<file path="src/rtl/mem_access_ctrl.sv">
// Memory-stage access controller: runs a req/ack handshake with data memory for
// the load/store in MEM, stalls the pipeline while it is outstanding, and bounds it with a timeout.
module mem_access_ctrl #(
  parameter int ADDR_W  = 22,
  parameter int DATA_W  = 32,
  parameter int TIMEOUT = 16,
  parameter int CNT_W   = 5
) (
  input  logic              clk,
  input  logic              rst_n,
  input  logic              hlt,
  input  logic              flush,
  input  logic              MEM_mem_read,
  input  logic              MEM_mem_write,
  input  logic [DATA_W-1:0] MEM_ALU_result,
  input  logic [DATA_W-1:0] MEM_store_data,
  output logic              mem_req,
  output logic              mem_we,
  output logic [ADDR_W-1:0] mem_addr,
  output logic [DATA_W-1:0] mem_wdata,
  input  logic              mem_ack,
  input  logic [DATA_W-1:0] mem_rdata,
  output logic              mem_stall,
  output logic [DATA_W-1:0] MEM_mem_result,
  output logic              mem_err
);

  typedef enum logic [1:0] {IDLE, BUSY, DONE} state_t;

  state_t              state_q, state_d;
  logic                req_q, req_d;
  logic                we_q, we_d;
  logic [ADDR_W-1:0]   addr_q, addr_d;
  logic [DATA_W-1:0]   wdata_q, wdata_d;
  logic [DATA_W-1:0]   result_q, result_d;
  logic                err_q, err_d;
  logic [CNT_W-1:0]    cnt_q, cnt_d;
  logic                drop_q, drop_d;
  logic                start;
  logic                drop_eff;
  logic                stall;

  // Only the low ADDR_W bits of the effective address reach the memory.
  logic unused_addr_hi;
  assign unused_addr_hi = ^MEM_ALU_result[DATA_W-1:ADDR_W];

  assign start = (MEM_mem_read | MEM_mem_write) & ~hlt & ~flush;

  always_ff @(posedge clk or negedge rst_n) begin
    if (!rst_n) begin
      state_q  <= IDLE;
      req_q    <= 1'b0;
      we_q     <= 1'b0;
      addr_q   <= '0;
      wdata_q  <= '0;
      result_q <= '0;
      err_q    <= 1'b0;
      cnt_q    <= '0;
      drop_q   <= 1'b0;
    end else begin
      state_q  <= state_d;
      req_q    <= req_d;
      we_q     <= we_d;
      addr_q   <= addr_d;
      wdata_q  <= wdata_d;
      result_q <= result_d;
      err_q    <= err_d;
      cnt_q    <= cnt_d;
      drop_q   <= drop_d;
    end
  end

  always_comb begin
    state_d  = state_q;
    req_d    = req_q;
    we_d     = we_q;
    addr_d   = addr_q;
    wdata_d  = wdata_q;
    result_d = result_q;
    err_d    = 1'b0;
    cnt_d    = cnt_q;
    drop_d   = drop_q;
    stall    = 1'b0;
    drop_eff = drop_q | flush;
    unique case (state_q)
      IDLE: begin
        if (start) begin
          stall   = 1'b1;
          state_d = BUSY;
          req_d   = 1'b1;
          we_d    = MEM_mem_write;
          addr_d  = MEM_ALU_result[ADDR_W-1:0];
          wdata_d = MEM_store_data;
          cnt_d   = '0;
          drop_d  = 1'b0;
        end
      end
      BUSY: begin
        stall  = 1'b1;
        cnt_d  = cnt_q + 1'b1;
        drop_d = drop_eff;
        // A squashed access still finishes on the bus but never writes back or gets a DONE slot.
        if (mem_ack) begin
          req_d   = 1'b0;
          drop_d  = 1'b0;
          state_d = drop_eff ? IDLE : DONE;
          if (!we_q && !drop_eff) result_d = mem_rdata;
        end else if (cnt_q == CNT_W'(TIMEOUT - 1)) begin
          req_d   = 1'b0;
          drop_d  = 1'b0;
          err_d   = 1'b1;
          state_d = drop_eff ? IDLE : DONE;
        end
      end
      DONE: begin
        state_d = IDLE;
      end
      default: begin
        state_d = IDLE;
      end
    endcase
  end

  assign mem_req        = req_q;
  assign mem_we         = we_q;
  assign mem_addr       = addr_q;
  assign mem_wdata      = wdata_q;
  assign MEM_mem_result = result_q;
  assign mem_err        = err_q;
  assign mem_stall      = stall;

endmodule

</file>
<file path="config.mk">
export PLATFORM = sky130hd
export DESIGN_NAME = mem_access_ctrl
export DESIGN_NICKNAME = d
export VERILOG_FILES = /design/src/rtl/mem_access_ctrl.sv
export SDC_FILE = /design/constraint.sdc
export NUM_CORES = 1
export LEC_CHECK = 0
export ABC_CLOCK_PERIOD_IN_PS = 2540
export CAP_MARGIN = 15
export CELL_PAD_IN_SITES_DETAIL_PLACEMENT = 0
export CELL_PAD_IN_SITES_GLOBAL_PLACEMENT = 1
export CORE_MARGIN = 5
export CORE_UTILIZATION = 30
export DETAILED_ROUTE_END_ITERATION = 16
export MAX_ROUTING_LAYER = met4
export PLACE_DENSITY_LB_ADDON = 0.1
export SLEW_MARGIN = 15
export SYNTH_ARGS = -nofsm -noshare
export SYNTH_HDL_FRONTEND = slang
export SYNTH_SLANG_ARGS = --single-unit
</file>
<file path="constraint.sdc">
create_clock -name clk -period 2.54 [get_ports clk]
set_input_delay 0.762 -clock clk [delete_from_list [all_inputs] [get_ports clk]]
set_output_delay 0.762 -clock clk [all_outputs]
set_load 0.02 [all_outputs]
</file>
== After elaboration in Yosys (flattened, before gate mapping) ==
Index checks and enable logic that the tools add are counted.

* Register bits after elaboration: 97
* Input port bits: 103
* Output and inout port bits: 90
* Logic and storage cells: 50

* $add $sub $neg: 1
* Equal/unequal tests: 4
* Mux-type cells: 20
* Bitwise gates (word level): 6
* Reductions and logical operators: 10

{| class="wikitable"
|+ Operators by type and width
! operator !! count
|-
| $mux W1 || 10
|-
| $pmux W5 S2 || 1
|-
| $mux W2 || 4
|-
| $pmux W1 S2 || 3
|-
| $reduce_and A2 Y1 || 3
|-
| $reduce_and A3 Y1 || 2
|-
| $add A5 B1 Y5 const B || 1
|-
| $eq A5 B4 Y1 const B || 1
|-
| $mux W5 || 1
|-
| $pmux W2 S2 || 1
|-
| $ne A3 B3 Y1 const B || 1
|-
| $and A1 B1 Y1 || 2
|-
| $eq A2 B1 Y1 const B || 1
|-
| $logic_not A1 Y1 || 2
|-
| $logic_not A2 Y1 || 1
|-
| $ne A2 B2 Y1 const B || 1
|-
| $not A1 Y1 || 2
|-
| $or A1 B1 Y1 || 2
|-
| $reduce_bool A2 Y1 || 1
|-
| $logic_and A1 B1 Y1 || 1
|}

== Logic depth before layout (Yosys ltp) ==
* Word-level depth: 5
* Mapped depth: 6
* Gate-level depth less buffers: 6

== Worst setup path after synthesis ==
Ideal clock, no wire load.

* Path kind: input-to-output
* From: input port hlt
* To: output port mem_stall
* Arrival time: 1.892 ns
* Data required time: 1.778 ns
* Setup slack: -0.114 ns
* Stages on the path: 2
* Path buffers: 0
* Path through: or4_4 o21ai_0

* Cells in the longest elaborated chain, start to end: 5

{| class="wikitable"
|+ RTL lines
! item !! RTL line !! RTL
|-
| from (decl) || 11 || <nowiki>input logic hlt,</nowiki>
|-
| $not A1 Y1 || 47 || <nowiki>assign start = (MEM_mem_read | MEM_mem_write) & ~hlt & ~flush;</nowiki>
|-
| $and A1 B1 Y1 (2 in series) || 47 ||
|-
| $mux W1 || 87 || <nowiki>if (start) begin</nowiki>
|-
| $pmux W1 S2 || 85 || <nowiki>unique case (state_q)</nowiki>
|-
| to (decl) || 23 || <nowiki>output logic mem_stall,</nowiki>
|}

No other way between the ends.

== Worst setup path after layout ==
Ends and elaborated chain as after synthesis.

==> impl_metrics.yaml <==
outcome:
  status: "complete, no violations"
power_and_ir_drop:
  power_density_mw_per_mm2: 1020
  p_leak_nw: 2.54
  power_mw: 6.22
  ir_worst_vdd_mv: 0.677
global_route:
  grt_pass1_wl_um: 15200
  grt_pass1_vias: 2849
  grt_antenna_before_repair: 0
  grt_max_degree: 46
  grt_overflow_total: 0
  track_usage_pct: 14.0
yosys:
  syn-num-nets: 334
  synth_edf_count: 0
  synth.top_cell.area_share_pct: 65.7
  synth-async-reset-ratio_pct: 100
  yosysWarnings: 0
  ys_ff_latch: 97
  yosysSeqAreaShare_pct: 65.7
  netlist-cell-type-count: 26
  synthesis.area_mm2: 0.00370
  postSynthCellCount: 229
  synth_ff_type: "dfrtp_1"
  synth.area.top_cells: "dfrtp_1 66%, mux2_2 21%, mux2_1 5.2%"
  avgSynthCellArea_um2: 16.1
  synth_top_cell_by_area: "dfrtp_1"
critical_path:
  cp-end-kind: "output port"
  crit_fanout: 2
  worstSetupPathType: "input pin to output port"
  arrival_ns: 1.75
  cp-start-kind: "input pin"
  worstPathRequired_ns: 1.78
routing:
  vias: 2614
  drc_errors: 0
  drt_iter0_markers: 89
  wire_per_inst_um: 15.9
  ant_nets: 0
  vias_per_cell: 4.38
  drtPass1Iterations: 4
  routed_wl_um: 9490
floorplanning:
  rows: 40
  ios: 193
  start_util_pct: 30.6
  die_h_um: 121
  core_area_mm2: 0.0121
  dieArea_mm2: 0.0146
  die_x_um: 121
worst_hold_path:
  hold_path_class: "input pin to asynchronous set/reset pin"
clock_network:
  clk_latency_ns: 0.34
  tritoncts: "built"
  cts_buffers: 9
  root_buffer: "clkbuf_16"
  clock_path_buffers: 2
  htreeDepth: 3
  clock-sinks: 97
  cts_hold_buf: 0
  cts.clk_slew.worst_paths_ns: 0.06
sta:
  rsz0062_at_grt: "no"
  tightest_slew_ns: 0.376
  skew_ns: 0.00507
  setup_viol: 0
  finalCritPeriodShare_pct: 98.8
  slew_headroom_pct: 74.9
  slew_viol_final: 0
  hold_violations: 0
  holdWs_ns: 0.332
  clock.fmax_ghz: 0.399
  fin_crit_ns: 2.51
placement:
  dp_hpwl_um: 7120
  gp_congestion: 0.731
  io_buffer_count: 182
flow_run:
  drv_cap: 0
cells_and_area:
  final_cell_mix: "178 x clkdlybuf4s50_1, 97 x dfrtp_1, 70 x mux2_2"
  multiInputGateArea_mm2: 0.00120
  final_common_cell: "clkdlybuf4s50_1"
  area_delta_synth_final_pct: 65.2
  fin_nets: 531
  num_antenna_cells: 0
  drive_gt1_share_pct: 24.0
  seqCellArea_mm2: 0.00243
  nFillCells: 1077
==> final timing paths <==
check,startpoint,to,slack [ns],depth (start not counted)
worst max-delay path,hlt,mem_stall,0.03,4
worst max register to register,state_q[0]$_DFFE_PN0P_,mem_wdata[21]$_DFFE_PN0P_,0.51,5
worst min register to register,drop_q$_DFFE_PN0P_,state_q[1]$_DFFE_PN0P_,0.47,1
max in group asynchronous,rst_n,MEM_mem_result[11]$_DFFE_PN0P_,1.62,2
min in group clk,drop_q$_DFFE_PN0P_,state_q[1]$_DFFE_PN0P_,0.47,1
worst min-delay path,rst_n,mem_wdata[8]$_DFFE_PN0P_,0.33,1
==> where the power goes <==
group / internal, mW / switching [mW] / total [mW]
logic: 1.39 / 1.15 / 2.54
clock network: 0.774 / 0.559 / 1.33
registers: 2.08 / 0.262 / 2.34
total: 4.25 / 1.97 / 6.22
==> routing by layer <==
metal | wire (µm) | vias to the layer above | share of wire [%] | global-route usage (%)
li1 | - | 1204 | - | -
met1 | 3650 | 1303 | 38 | 15.8
met2 | 4970 | 95 | 52 | 22.3
met3 | 720 | 12 | 7.6 | 5.73
met4 | 148 | 0 | 1.6 | 5.03
met5 | 0 | - | 0 | -
==> synth_stat cells, drive strengths merged, types with 2 or more instances <==
| cell | instances |
|---|---|
| buf | 6 |
| clkbuf | 4 |
| dfrtp | 97 |
| ha | 2 |
| inv | 3 |
| mux2 | 87 |
| nand2 | 5 |
| nand3 | 2 |
| nor2 | 4 |
| o21ai | 5 |
| o22ai | 2 |
==> critical path: stages <==
cell	delay, ns
clkdlybuf4s15_1	0.17
or4_4	0.51
o21ai_4	0.17
buf_6	0.13
==> stage by stage <==
step	setup WS [ns]	setup TNS [ns]	instances	area (µm²)	util (%)
3_5_place_dp	-0.693	-10.56	581	5790	48.0
4_1_cts	0.0430	0	596	6100	50.5
5_1_grt	0.0104	0	597	6110	50.6
6_report	0.0315	0	597	6110	50.6
2_1_floorplan	0.0783	0	229	3700	-
3_3_place_gp	-0.685	-10.23	581	5790	48.0
==> final cells by class <==
cell class	instances	area share [%]
multi-input combinational	119	19.6
timing repair buffer	196	32.4
tap	168	3.44
clock inverter	4	0.738
inverter	3	0.184
sequential	97	39.8
clock buffer	10	3.91
==> cells by family (layout without fill, tap and decap cells) <==
logic type | count (synthesis) | after routing | synth area share (%)
AO/OA/AOI/OAI | 10 | 10 | 1.66
buffers and inverters | 13 | 213 | 2.23
AND/OR/NAND/NOR | 19 | 19 | 2.98
multiplexers | 88 | 88 | 26.8
flip-flops | 97 | 97 | 65.7
adder cells (fa/ha/maj) | 2 | 2 | 0.677
==> timing repair <==
| action | CTS | global route |
|---|---|---|
| gates resized for setup | 11 | 1 |
| cloned | 0 | 0 |
| pin swaps | 2 | 2 |
| setup endpoints to repair | 1 | 1 |
| setup buffers | 1 | 1 |
==> registers in the layout, summed over array words and instances, names as in the netlist <==
register,cells
mem_wdata,32
mem_addr,22
mem_we,1
drop_q,1
MEM_mem_result,32
cnt_q,5
state_q,2
mem_err,1
mem_req,1
(Power assumes the default switching activity.)
